`config.mk`:
```
export PLATFORM = sky130hd
export DESIGN_NAME = part3
export DESIGN_NICKNAME = d
export VERILOG_FILES = /design/src/rtl/part3.sv
export SDC_FILE = /design/constraint.sdc
export NUM_CORES = 1
export LEC_CHECK = 0
export CAP_MARGIN = 20
export CORE_ASPECT_RATIO = 1.5
export CORE_MARGIN = 3
export CORE_UTILIZATION = 40
export DETAILED_ROUTE_END_ITERATION = 8
export SYNTH_ARGS = -nofsm -noshare
export SYNTH_HDL_FRONTEND = slang
export SYNTH_SLANG_ARGS = --single-unit
```
`constraint.sdc`:
```
create_clock -name clk -period 4.2 [get_ports clk]
set_clock_uncertainty 0.1 [all_clocks]
set_input_delay 0.84 -clock clk [delete_from_list [all_inputs] [get_ports clk]]
set_output_delay 0.84 -clock clk [all_outputs]
set_load 0.01 [all_outputs]
```
`src/rtl/part3.sv`:
```
// Streaming running-L2-norm: saturating sum of squares followed by a
// 10-stage restoring integer square root, one result per accepted sample.
module part3 #(
    parameter int unsigned DATA_W = 8,
    parameter int unsigned OUT_W  = 10,
    parameter int unsigned ACC_W  = 20
) (
    input  logic              clk,
    input  logic              reset,
    input  logic [DATA_W-1:0] a,
    input  logic              valid_in,
    output logic [OUT_W-1:0]  g,
    output logic              valid_out
);

    localparam int unsigned RW = OUT_W + 3;

    logic [DATA_W-1:0]   r_a;
    logic                r_v0;
    logic [ACC_W-1:0]    r_acc;
    logic                r_v1;
    logic [OUT_W-1:0]    r_g;
    logic                r_vout;

    logic [ACC_W-1:0]    r_x    [OUT_W-1];
    logic [RW-1:0]       r_rem  [OUT_W-1];
    logic [OUT_W-1:0]    r_root [OUT_W-1];
    logic                r_sv   [OUT_W-1];

    logic [2*DATA_W-1:0] w_sq;
    logic [ACC_W:0]      w_sum;
    logic [ACC_W-1:0]    w_acc_nx;

    logic [ACC_W-1:0]    w_x_in    [OUT_W];
    logic [RW-1:0]       w_rem_in  [OUT_W];
    logic [OUT_W-1:0]    w_root_in [OUT_W];
    logic                w_v_in    [OUT_W];
    logic [RW-1:0]       w_cat     [OUT_W];
    logic [RW-1:0]       w_trial   [OUT_W];
    logic [RW-1:0]       w_rem_nx  [OUT_W];
    logic [OUT_W-1:0]    w_root_nx [OUT_W];

    assign w_sq     = r_a * r_a;
    assign w_sum    = {1'b0, r_acc} + {{(ACC_W + 1 - 2 * DATA_W){1'b0}}, w_sq};
    assign w_acc_nx = w_sum[ACC_W] ? {ACC_W{1'b1}} : w_sum[ACC_W-1:0];

    // Each stage consumes the top two radicand bits; x is pre-shifted between stages.
    always_comb begin
        w_x_in[0]    = r_acc;
        w_rem_in[0]  = '0;
        w_root_in[0] = '0;
        w_v_in[0]    = r_v1;
        for (int s = 1; s < OUT_W; s++) begin
            w_x_in[s]    = r_x[s-1];
            w_rem_in[s]  = r_rem[s-1];
            w_root_in[s] = r_root[s-1];
            w_v_in[s]    = r_sv[s-1];
        end
        for (int s = 0; s < OUT_W; s++) begin
            w_cat[s]   = {w_rem_in[s][RW-3:0], w_x_in[s][ACC_W-1 -: 2]};
            w_trial[s] = {1'b0, w_root_in[s], 2'b01};
            if (w_cat[s] >= w_trial[s]) begin
                w_rem_nx[s]  = w_cat[s] - w_trial[s];
                w_root_nx[s] = {w_root_in[s][OUT_W-2:0], 1'b1};
            end else begin
                w_rem_nx[s]  = w_cat[s];
                w_root_nx[s] = {w_root_in[s][OUT_W-2:0], 1'b0};
            end
        end
    end

    always_ff @(posedge clk) begin
        if (reset) begin
            r_a    <= '0;
            r_v0   <= 1'b0;
            r_acc  <= '0;
            r_v1   <= 1'b0;
            r_g    <= '0;
            r_vout <= 1'b0;
            for (int s = 0; s < OUT_W - 1; s++) begin
                r_x[s]    <= '0;
                r_rem[s]  <= '0;
                r_root[s] <= '0;
                r_sv[s]   <= 1'b0;
            end
        end else begin
            r_a  <= a;
            r_v0 <= valid_in;
            r_v1 <= r_v0;
            if (r_v0) begin
                r_acc <= w_acc_nx;
            end
            for (int s = 0; s < OUT_W - 1; s++) begin
                r_x[s]    <= w_x_in[s] << 2;
                r_rem[s]  <= w_rem_nx[s];
                r_root[s] <= w_root_nx[s];
                r_sv[s]   <= w_v_in[s];
            end
            r_vout <= w_v_in[OUT_W-1];
            if (w_v_in[OUT_W-1]) begin
                r_g <= w_root_nx[OUT_W-1];
            end
        end
    end

    assign g         = r_g;
    assign valid_out = r_vout;

endmodule

```
==> flow_summary.yaml <==
status:
  status: "finished clean"
setup_path:
  cp.arrival_ns: 4.56
  critPathCapture: "r_acc[18]"
  crit_chain: "and2_4 > fa_2 > fa_2 > fa_1 > inv_2 > fa_1 > inv_2 > ha_4 > a21oi_2 > o21ai_2 > a21oi_4 > nor4b_2 > or4b_1 > o211ai_1"
  r2r_slack_ns: 0.008
  start_kind: "register"
  critPathMaxFanout: 7
  rr_worst_depth: 14
  critPathMaxStageDelay_ns: 0.62
  reg2reg_to: "r_acc[18]"
  critPathLaunch: "r_a[4]"
  crit-reg2reg-launch: "r_a[4]"
  cp-end-kind: "register"
  crit_type: "register to register"
  required_ns: 4.57
  crit_slowest_cell: "fa_2"
layout:
  fill_cells: 3018
  final_cell_area_sq_um: 15500
  mostFrequentLayoutCells: "dfxtp_1 (267), nor2_1 (164), inv_1 (129), nor2b_1 (126), ha_1 (97)"
  drive_gt1_share_pct: 13.6
  mostFrequentLayoutCell: "dfxtp_1"
  insertedDiodeCount: 0
  syn_to_final_growth_pct: 17.1
  fin_nets: 1615
global_routing:
  grtUsageMet2_pct: 27.4
  met3_usage_pct: 1.99
  antenna_found_initial: 0
  groute.usage.overall_pct: 13.9
  grt_pass1_vias: 9342
  grt_pass1_wl_um: 41700
  busiest_layer: "met2"
  overflow: 0
  grt_start_max_net_pins: 191
  grt_util_met1_pct: 13.7
hold_path:
  hp-start: "r_x[0][27]"
  hold-path-cell-count: 1
  hold_path.class: "register to register"
sta:
  tightest_slew_ns: 0.825
  max-slew-margin-rel_pct: 45.0
  max_freq_ghz: 0.239
  slew_violations: 0
  timing.setup.tns_ns: 0
  grt_setup_unrepaired: "yes"
  fin_hold_ws_ns: 0.333
  setup_violations: 0
  hold_viol: 0
  fin_crit_sh_pct: 99.8
  post-route-min-period_ns: 4.19
die:
  fp.dieArea_sq_um: 35300
  rows: 81
  io_pins: 22
  die_h_um: 229
  initial_utilization_pct: 40.6
  die_w_um: 155
  coreArea_sq_um: 32600
logic_synthesis:
  synthTopCellsByArea: "dfxtp_1 (42%), ha_1 (10%), nor2b_1 (6.0%)"
  syn_nets: 1558
  synth-main-ff-cell: "dfxtp_1"
  syn_inst: 1403
  yosys.area.top_type_share_pct: 41.6
  ys_ff_latch: 275
  synth-async-reset-ratio_pct: 0
  yosys_warnings: 0
  synth-edff-count: 0
  synth.avg_cell_area_sq_um: 9.43
  yosysSeqAreaShare_pct: 41.6
  mappedNetlistArea_sq_um: 13200
  yosysTopAreaCell: "dfxtp_1"
  yosysUniqueCellTypes: 79
clock_network:
  cts.sinks: 275
  ctsHoldBuffers: 0
  cts_buffers: 27
  clock_latency_ns: 0.55
  cts_tree: "done"
  htreeDepth: 1
  clk_pin_slew_ns: 0.06
  root_buffer: "clkbuf_16"
  clk_path_buf_depth: 3
routing:
  postRouteAntennaNets: 0
  viasPerCell: 4.92
  drc_errors: 0
  wirelength_um: 24800
  vias: 9299
  drt_iter0_drc: 344
  first_pass_iters: 4
  wire_per_inst_um: 13.1
placement:
  gp_congestion: 0.880
  placedInstanceArea_sq_um: 14200
  numPortBuffers: 21
  dpl.hpwl_um: 18400
power:
  power.leakage_nw: 6.41
  combPwrFrac_pct: 34.4
  p_per_area_nw_per_um2: 533
  power_switching_mw: 2.67
  share_seq_of_total_power_pct: 37.5
  clock_power_share_pct: 28.1
  p_int_mw: 5.58
  ir_worst_vdd_mv: 0.289
  p_sw_share_pct: 32.4
run:
  max_cap_violations: 0
==> state kept, by name, indices dropped and copies added (netlist names), 8 cells and up <==
signal	count
r_root	45
r_acc	20
r_x	90
r_rem	90
r_a	8
r_sv	9
g	10
==> cell type report <==
class / count / area, sq um / area share (%)
sequential: 275 / 5530 / 35.7
tap: 415 / 519 / 3.35
clock inverter: 10 / 101 / 0.654
multi-input combinational: 940 / 7400 / 47.8
timing repair buffer: 76 / 652 / 4.21
clock buffer: 35 / 756 / 4.88
inverter: 140 / 528 / 3.41
==> power groups by stage <==
stage / combinational (mW) / sequential [mW] / clock (mW)
3_5_place_dp: 2.71 / 3.15 / 0
4_1_cts: 2.78 / 3.09 / 2.40
2_1_floorplan: 2.19 / 3.10 / 0
5_1_grt: 3.18 / 3.13 / 2.50
6_report: 2.84 / 3.09 / 2.32
3_3_place_gp: 2.65 / 3.14 / 0
==> critical path, delay by kind of cell, from the launching register on <==
kind	cells	cell delay (ns)
and+or+nand+nor	3	0.72
buffers and inverters	2	0.08
DFF	1	0.36
AOI/OAI and AO/OA	4	0.52
adders and majority gates	5	2.32
==> synthesized netlist by cell type (4+ instances only) <==
master,n
dfxtp_1,275
nor2_1,169
inv_1,139
nor2b_1,126
ha_1,107
nand2_1,58
a21oi_1,55
xnor2_1,45
clkbuf_1,37
fa_1,37
o21ai_0,37
mux2i_1,33
nor3_1,24
and2_1,22
a211oi_1,21
o21a_1,21
xor2_1,15
nand4_1,10
nor4_1,10
nand3_1,9
a21o_1,8
or3_1,8
a2bb2oi_1,7
nand4b_1,7
buf_2,6
nor3b_1,6
or4_1,6
a31oi_1,5
and3_1,5
mux2_2,5
o32a_1,5
or2_2,5
a2111oi_0,4
a21boi_0,4
nand2b_1,4
o211ai_1,4
==> per-stage QoR <==
step,setup WS [ns],instances,util [%],power (mW)
global route,-0.142,1891,47.5,8.81
CTS,-0.0409,1885,46.7,8.27
global placement,-0.284,1838,43.6,5.79
floorplan,-0.0187,1403,-,5.29
detailed placement,-0.348,1838,43.6,5.86
finish,0.00753,1891,47.5,8.25
==> layer usage <==
| layer | part of all wire (%) | vias to the layer above |
|---|---|---|
| met1 | 37 | 4307 |
| met2 | 55 | 137 |
| met4 | 5.1 | 0 |
| met3 | 2.8 | 74 |
| met5 | 0 | - |
| li1 | - | 4781 |
==> kinds of logic (layout without fill, tap and decap cells) <==
group	after synthesis	in the layout	share of synthesized area, %
AND/OR/NAND/NOR	485	485	19.1
other	1	1	0.0283
buffers and inverters	188	261	5.50
flip-flops	275	275	41.6
multiplexers	40	40	3.09
AO/OA/AOI/OAI	210	210	11.0
adder cells (fa/ha/maj)	144	144	15.7
XOR/XNOR	60	60	3.97
==> how the worst min path moves through the flow <==
| stage | end | slack [ns] |
|---|---|---|
| floorplan | r_sv[0][0] | 0.31 |
| global placement | r_x[0][47] | 0.32 |
| detailed placement | r_sv[0][6] | 0.32 |
| CTS | r_root[0][75] | 0.33 |
| global route | r_x[0][81] | 0.35 |
| finish | r_x[0][47] | 0.33 |
==> repair_timing <==
action	in CTS	in global routing
pin swaps	26	28
resized for setup	41	48
endpoints found under the setup margin	20	20
setup buffers	3	5
Note: power is estimated with default switching activity, not from simulation.
==> RTL edit 1: new RTL, same flow settings <==
Set the parameter `OUT_W` to 9 (it was 10).
--- a/src/rtl/part3.sv
+++ b/src/rtl/part3.sv
@@ -3,5 +3,5 @@
 module part3 #(
     parameter int unsigned DATA_W = 8,
-    parameter int unsigned OUT_W  = 10,
+    parameter int unsigned OUT_W  = 9,
     parameter int unsigned ACC_W  = 20
 ) (
Ports: changed (resized g); port bits go from 22 to 21. No check against the original RTL was run, so the function may have changed too.
==> RTL edit 1 against the original RTL <==
  * The flow now finishes with violations (DRC, setup timing)
  * Sequential share of layout area down 0.57 points
  * Largest cell class unchanged
  * Fmax is 4.5% lower
  * Routed wire length is 20% lower
  * Via count decreased by 17%
  * Area after synthesis decreased by 15%
  * Sequential cell count decreased by 46
  * Cell area fell by 15%
  * First-iteration DRC count shrank 55%
  * Setup slack worse by 200 ps
  * Total power shrank 19%
==> RTL edit 1: results (changes against the original RTL) <==
* Status: finished, violations left
* Failing checks: DRC, setup timing
* Worst reg2reg path depth at 15 (+1)
* Min-Delay Path Depth at 2 (+1)
* Via count at 7,715 (-17%)
* WHS Endpoint: r_root[1][11]
* Setup WS pre-CTS at -362 ps (-13.5 ps)
* PortBufs at 20 (-4.8%)
* Worst setup slack after layout at -192 ps (-200 ps)
* Global-route wire length before repair at 32.3 mm (-23%)
* Synth unique cells at 71 (-10%)
* Pre-antenna DRT Iters at 6 (+2)
* Hold Startpoint: r_root[1][1]
* Initial DRC count at 156 (-55%)
* Worst-path maximum fanout at 5 (-2)
* Final setup viols at 20 (+20)
* Critical Path AT at 4710 ps (+150 ps)
* Leak pwr at 5.69 nW (-11%)
* Placer Congestion at 0.804 (-8.6%)
* Detail Placement HPWL at 14.8 mm (-19%)
* GRT Overall Usage at 12.7% (-1.2 points)
* Internal at 4.67 mW (-16%)
* Largest net degree at the start of global routing at 75 (-61%)
* Worst skew pair latency at 500 ps (-50 ps)
* Mapped Nets at 1,333 (-14%)
* Commonest cells post-synth: 229 x dfxtp_1, 141 x nor2_1, 131 x inv_1
* Maximum vdd drop at 0.326 mV (+13%)
* Layout cell share with drive strength beyond 1 at 12.9% (-0.67 points)
* Worst r2r src: r_a[3]
* Biggest regs: r_rem: 73 flops, r_x: 72 flops, r_root: 36 flops
* Wire per inst at 12.3 um (-5.9%)
* DRC violations left at 4 (+4)
* Layout Nets at 1,386 (-14%)
* Clock Path Buffers at 3 (unchanged)
* Slew @ Worst Pin at 977 ps (+152 ps)
* Synth top area cells: dfxtp_1 41%, ha_1 11%, fa_1 6.6%
* Number of global-route vias before repair at 7,645 (-18%)
==> RTL edit 1: cell count changes in the layout (fill, tap and decap cells not counted), sizes merged, moves of 10 or more <==
cell / unedited run / this run
a21o: 8 / 20
dfxtp: 275 / 229
ha: 107 / 96
inv: 142 / 132
mux2i: 33 / 19
nand2: 58 / 41
nor2: 169 / 142
nor2b: 127 / 107
o21ai: 42 / 31
==> RTL edit 1: layer usage <==
layer,share of wire (%),track usage [%]
met1,38,12.3
met4,2.8,4.82
met3,2.5,1.59
met2,57,26.4
met5,0,0
==> RTL edit 1: final cells by class <==
type,count,area (um2)
fill,2640,14300
multi-input combinational,791,6220
sequential,229,4600
clock buffer,32,672
timing repair buffer,65,568
inverter,131,492
tap,342,428
clock inverter,11,116
==> RTL edit 1: power by group through the flow <==
stage	Clock (mW)	Combinational [mW]	Sequential, mW
finish	2.08	2.09	2.55
global route	2.23	2.37	2.58
CTS	2.14	2.08	2.56
detailed placement	0	2.06	2.61
global placement	0	2.02	2.60
floorplan	0	1.69	2.57
==> RTL edit 1: worst max path at each step <==
| stage | from | end | slack (ps) | cells past startpoint |
|---|---|---|---|---|
| 2_1_floorplan | r_a[5] | r_acc[10] | -80 | 18 |
| 3_3_place_gp | r_a[5] | r_acc[15] | -270 | 17 |
| 3_5_place_dp | r_a[6] | r_acc[15] | -360 | 17 |
| 4_1_cts | r_a[3] | r_acc[0] | -210 | 16 |
| 5_1_grt | r_a[3] | r_acc[0] | -330 | 15 |
| 6_report | r_a[3] | r_acc[0] | -190 | 15 |
==> RTL edit 1: worst max-delay path: stages, from the launching register on <==
cell and delay [ps]:
dfxtp_4 360, buf_6 120, and2_4 150, fa_2 570, fa_2 450, fa_1 480
inv_1 50, fa_1 480, inv_2 40, ha_4 280, nand4_1 110, o21ai_2 220
o21ai_2 90, o32a_4 400, and2_4 200, a211oi_2 200
==> RTL edit 1: timing repair <==
action	CTS	global route
gates resized for setup	19	19
setup buffers	2	3
gates cloned	0	3
setup endpoints to repair	20	20
pin swaps	6	23
==> RTL edit 1: cells by family after synthesis <==
group,count (synthesis),synth area share (%)
compound gates,175,11.1
xor+xnor,56,4.37
fa+ha+maj,133,17.3
buf+inv,172,6.01
flops,229,40.9
mux,21,1.90
other cells,1,0.0334
simple gates,402,18.4
==> RTL edit 1: through the flow <==
step                std cells  cell area [um2]  setup TNS, ps  hold WS (ps)
finish                   1601            13100          -2320           324
global route             1601            13100          -5000           346
CTS                      1593            12900          -3390           326
detailed placement       1548            12100          -4590           321
global placement         1548            12100          -3530           316
floorplan                1189            11400           -806           314
==> RTL edit 2: new RTL, config.mk and constraints unchanged <==
Without the edit above. Take the reset off `r_a` and load it in a clocked block of its own.
--- a/src/rtl/part3.sv
+++ b/src/rtl/part3.sv
@@ -72,5 +72,4 @@
     always_ff @(posedge clk) begin
         if (reset) begin
-            r_a    <= '0;
             r_v0   <= 1'b0;
             r_acc  <= '0;
@@ -85,5 +84,4 @@
             end
         end else begin
-            r_a  <= a;
             r_v0 <= valid_in;
             r_v1 <= r_v0;
@@ -104,4 +102,8 @@
     end
 
+    always_ff @(posedge clk) begin
+        r_a <= a;
+    end
+
     assign g         = r_g;
     assign valid_out = r_vout;
Check against the original RTL: same outputs for any inputs over 4 cycles, from zero or initial values and one cycle with reset high; that may be too few to reach the edited logic, so the function may still have changed.
==> RTL edit 2 against the original RTL <==
  * The flow now finishes with violations (setup timing)
  * Total power grew 21%
  * Non-clock buffer count rose by 7
  * Sequential power increased by 2%
  * Largest cell class unchanged
  * Global-route usage grew 0.11 points
  * Routed wire length is 0.79% lower
  * Critical path type unchanged
  * Sequential cell count did not move
  * Setup slack lost 410 ps
  * Via count is 3.6% lower
  * First-iteration DRC count fell by 40%
  * Area after synthesis is 2.8% lower
  * Cell area shrank 1.9%
==> RTL edit 2: results (changes against the original RTL) <==
* Clock Path Buffers at 3 (unchanged)
* Cell area after placement at 13,800 um2 (-2.8%)
* Worst setup slack after layout at -407 ps (-415 ps)
* Worst skew pair latency at 560 ps
* Hold crit path type: reg2reg
* Pre-antenna DRT Iters at 4 (unchanged)
* Initial DRC count at 208 (-40%)
* Hold_ws at 323 ps (-9.39 ps)
* Count leader, synth: dfxtp_1
* Leak pwr at 6.49 nW (+1.2%)
* Mapped Nets at 1,509 (-3.1%)
* Failing checks: setup timing
* Async S/R FF share, synth at 0% (unchanged)
* Internal at 6.54 mW (+17%)
* Cells after synthesis at 1,354 (-3.5%)
* Via count at 8,966 (-3.6%)
* Worst-path maximum fanout at 6 (-1)
* Placed cells at 1,784 (-2.9%)
* PortBufs at 21 (unchanged)
* Synth unique cells at 62 (-22%)
* Synth warn at 0 (unchanged)
* Number of global-route vias before repair at 9,121 (-2.4%)
* Largest net degree at the start of global routing at 121 (-37%)
* Maximum vdd drop at 0.353 mV (+22%)
* R2r endpoint: r_acc[5]
* Global-route wire length before repair at 40.3 mm (-3.4%)
* Number of CTS-inserted buffers at 29 (+7.4%)
* Clock transition at the registers of the reported paths at 60 ps (about the same)
* Biggest regs: r_rem: 90 flops, r_x: 90 flops, r_root: 45 flops
* DRT Wirelength at 24.6 mm (-0.79%)
* Worst r2r src: r_a[6]
* Placer Congestion at 0.839 (-4.7%)
* Layout cell share with drive strength beyond 1 at 12.7% (-0.92 points)
* Commonest cells post-synth: 275 x dfxtp_1, 171 x nor2_1, 137 x inv_1
* Slew headroom at 55.4% (+10 points)
* ANT cells at 0 (unchanged)
* Seq/Total Area, Yosys at 42.8% (+1.2 points)
* Worst reg2reg path depth at 17 (+3)
* Final setup viols at 20 (+20)
* Wire per inst at 13.3 um (+1.6%)
* Status: finished, violations left
* Hold Startpoint: r_x[0][0]
* Setup TNS Final at -7420 ps (-7420 ps)
* Critical Path AT at 4930 ps (+370 ps)
* Fillers at 2,850 (-5.6%)
* WHS Endpoint: r_x[0][20]
* Root Buffer: clkbuf_16
* Detail Placement HPWL at 18.4 mm (+0.32%)
* Synth top area cells: dfxtp_1 43%, ha_1 10%, fa_1 5.8%
* Slowest stage delay, CP at 610 ps
* Layout Nets at 1,578 (-2.3%)
* Initial antenna violation count at 0 (unchanged)
* GRT Overall Usage at 14.0% (+0.11 points)
* # H-tree levels at 1 (unchanged)
## RTL edit 2: cell families (layout without fill, tap and decap cells)
family / count (synthesis) / count (layout) / share of synthesized area [%]
compound gates: 195 / 195 / 10.2
simple gates: 455 / 455 / 18.1
other cells: 1 / 1 / 0.0291
mux: 38 / 38 / 2.98
fa+ha+maj: 144 / 144 / 16.2
xor+xnor: 64 / 64 / 4.36
buf+inv: 182 / 269 / 5.43
flops: 275 / 275 / 42.8
## RTL edit 2: metal layers
| layer | GRT usage, % | wire length, um | up-vias |
|---|---|---|---|
| met3 | 1.74 | 630 | 75 |
| met2 | 29.3 | 14100 | 123 |
| met5 | 0 | 0 | - |
| met4 | 8.31 | 1360 | 0 |
| met1 | 12.5 | 8500 | 4165 |
| li1 | - | - | 4603 |
## RTL edit 2: layout make-up
class                   count  area, um2  area share (%)
well taps                 405        507            3.33
multi-input cells         897       7000            46.0
flip-flops and latches    275       5520            36.3
repair buffers             83        711            4.68
clock buffers              40        827            5.44
clock inverters             9        120           0.790
inverters                 137        514            3.38
## RTL edit 2: worst max-delay path by stage
stage	slack, ps	end	from	cells past startpoint
final	-410	r_acc[5]	r_a[6]	17
after floorplan	-300	r_acc[15]	r_a[6]	19
after global placement	-370	r_acc[15]	r_a[6]	17
after global routing	-590	r_acc[16]	r_a[3]	20
after CTS	-360	r_acc[0]	r_a[6]	17
after detailed placement	-480	r_acc[15]	r_a[4]	16
## RTL edit 2: through the flow
stage,worst slack (ps),total power [mW]
finish,-407,10.0
global route,-589,10.7
CTS,-362,9.77
detailed placement,-479,7.05
global placement,-371,6.95
floorplan,-301,6.10
## RTL edit 2: timing repair
| item | CTS | global route |
|---|---|---|
| gates resized for setup | 28 | 39 |
| buffers inserted | 3 | 9 |
| endpoints found under the setup margin | 20 | 20 |
| pin swaps | 9 | 29 |
| gates cloned | 1 | 0 |
## RTL edit 2: power by group through the flow
stage	Sequential (mW)	Combinational, mW	Clock [mW]
after floorplan	3.14	2.96	0
after global placement	3.20	3.75	0
after CTS	3.16	4.05	2.57
final	3.15	4.36	2.49
after global routing	3.19	4.88	2.66
after detailed placement	3.21	3.84	0
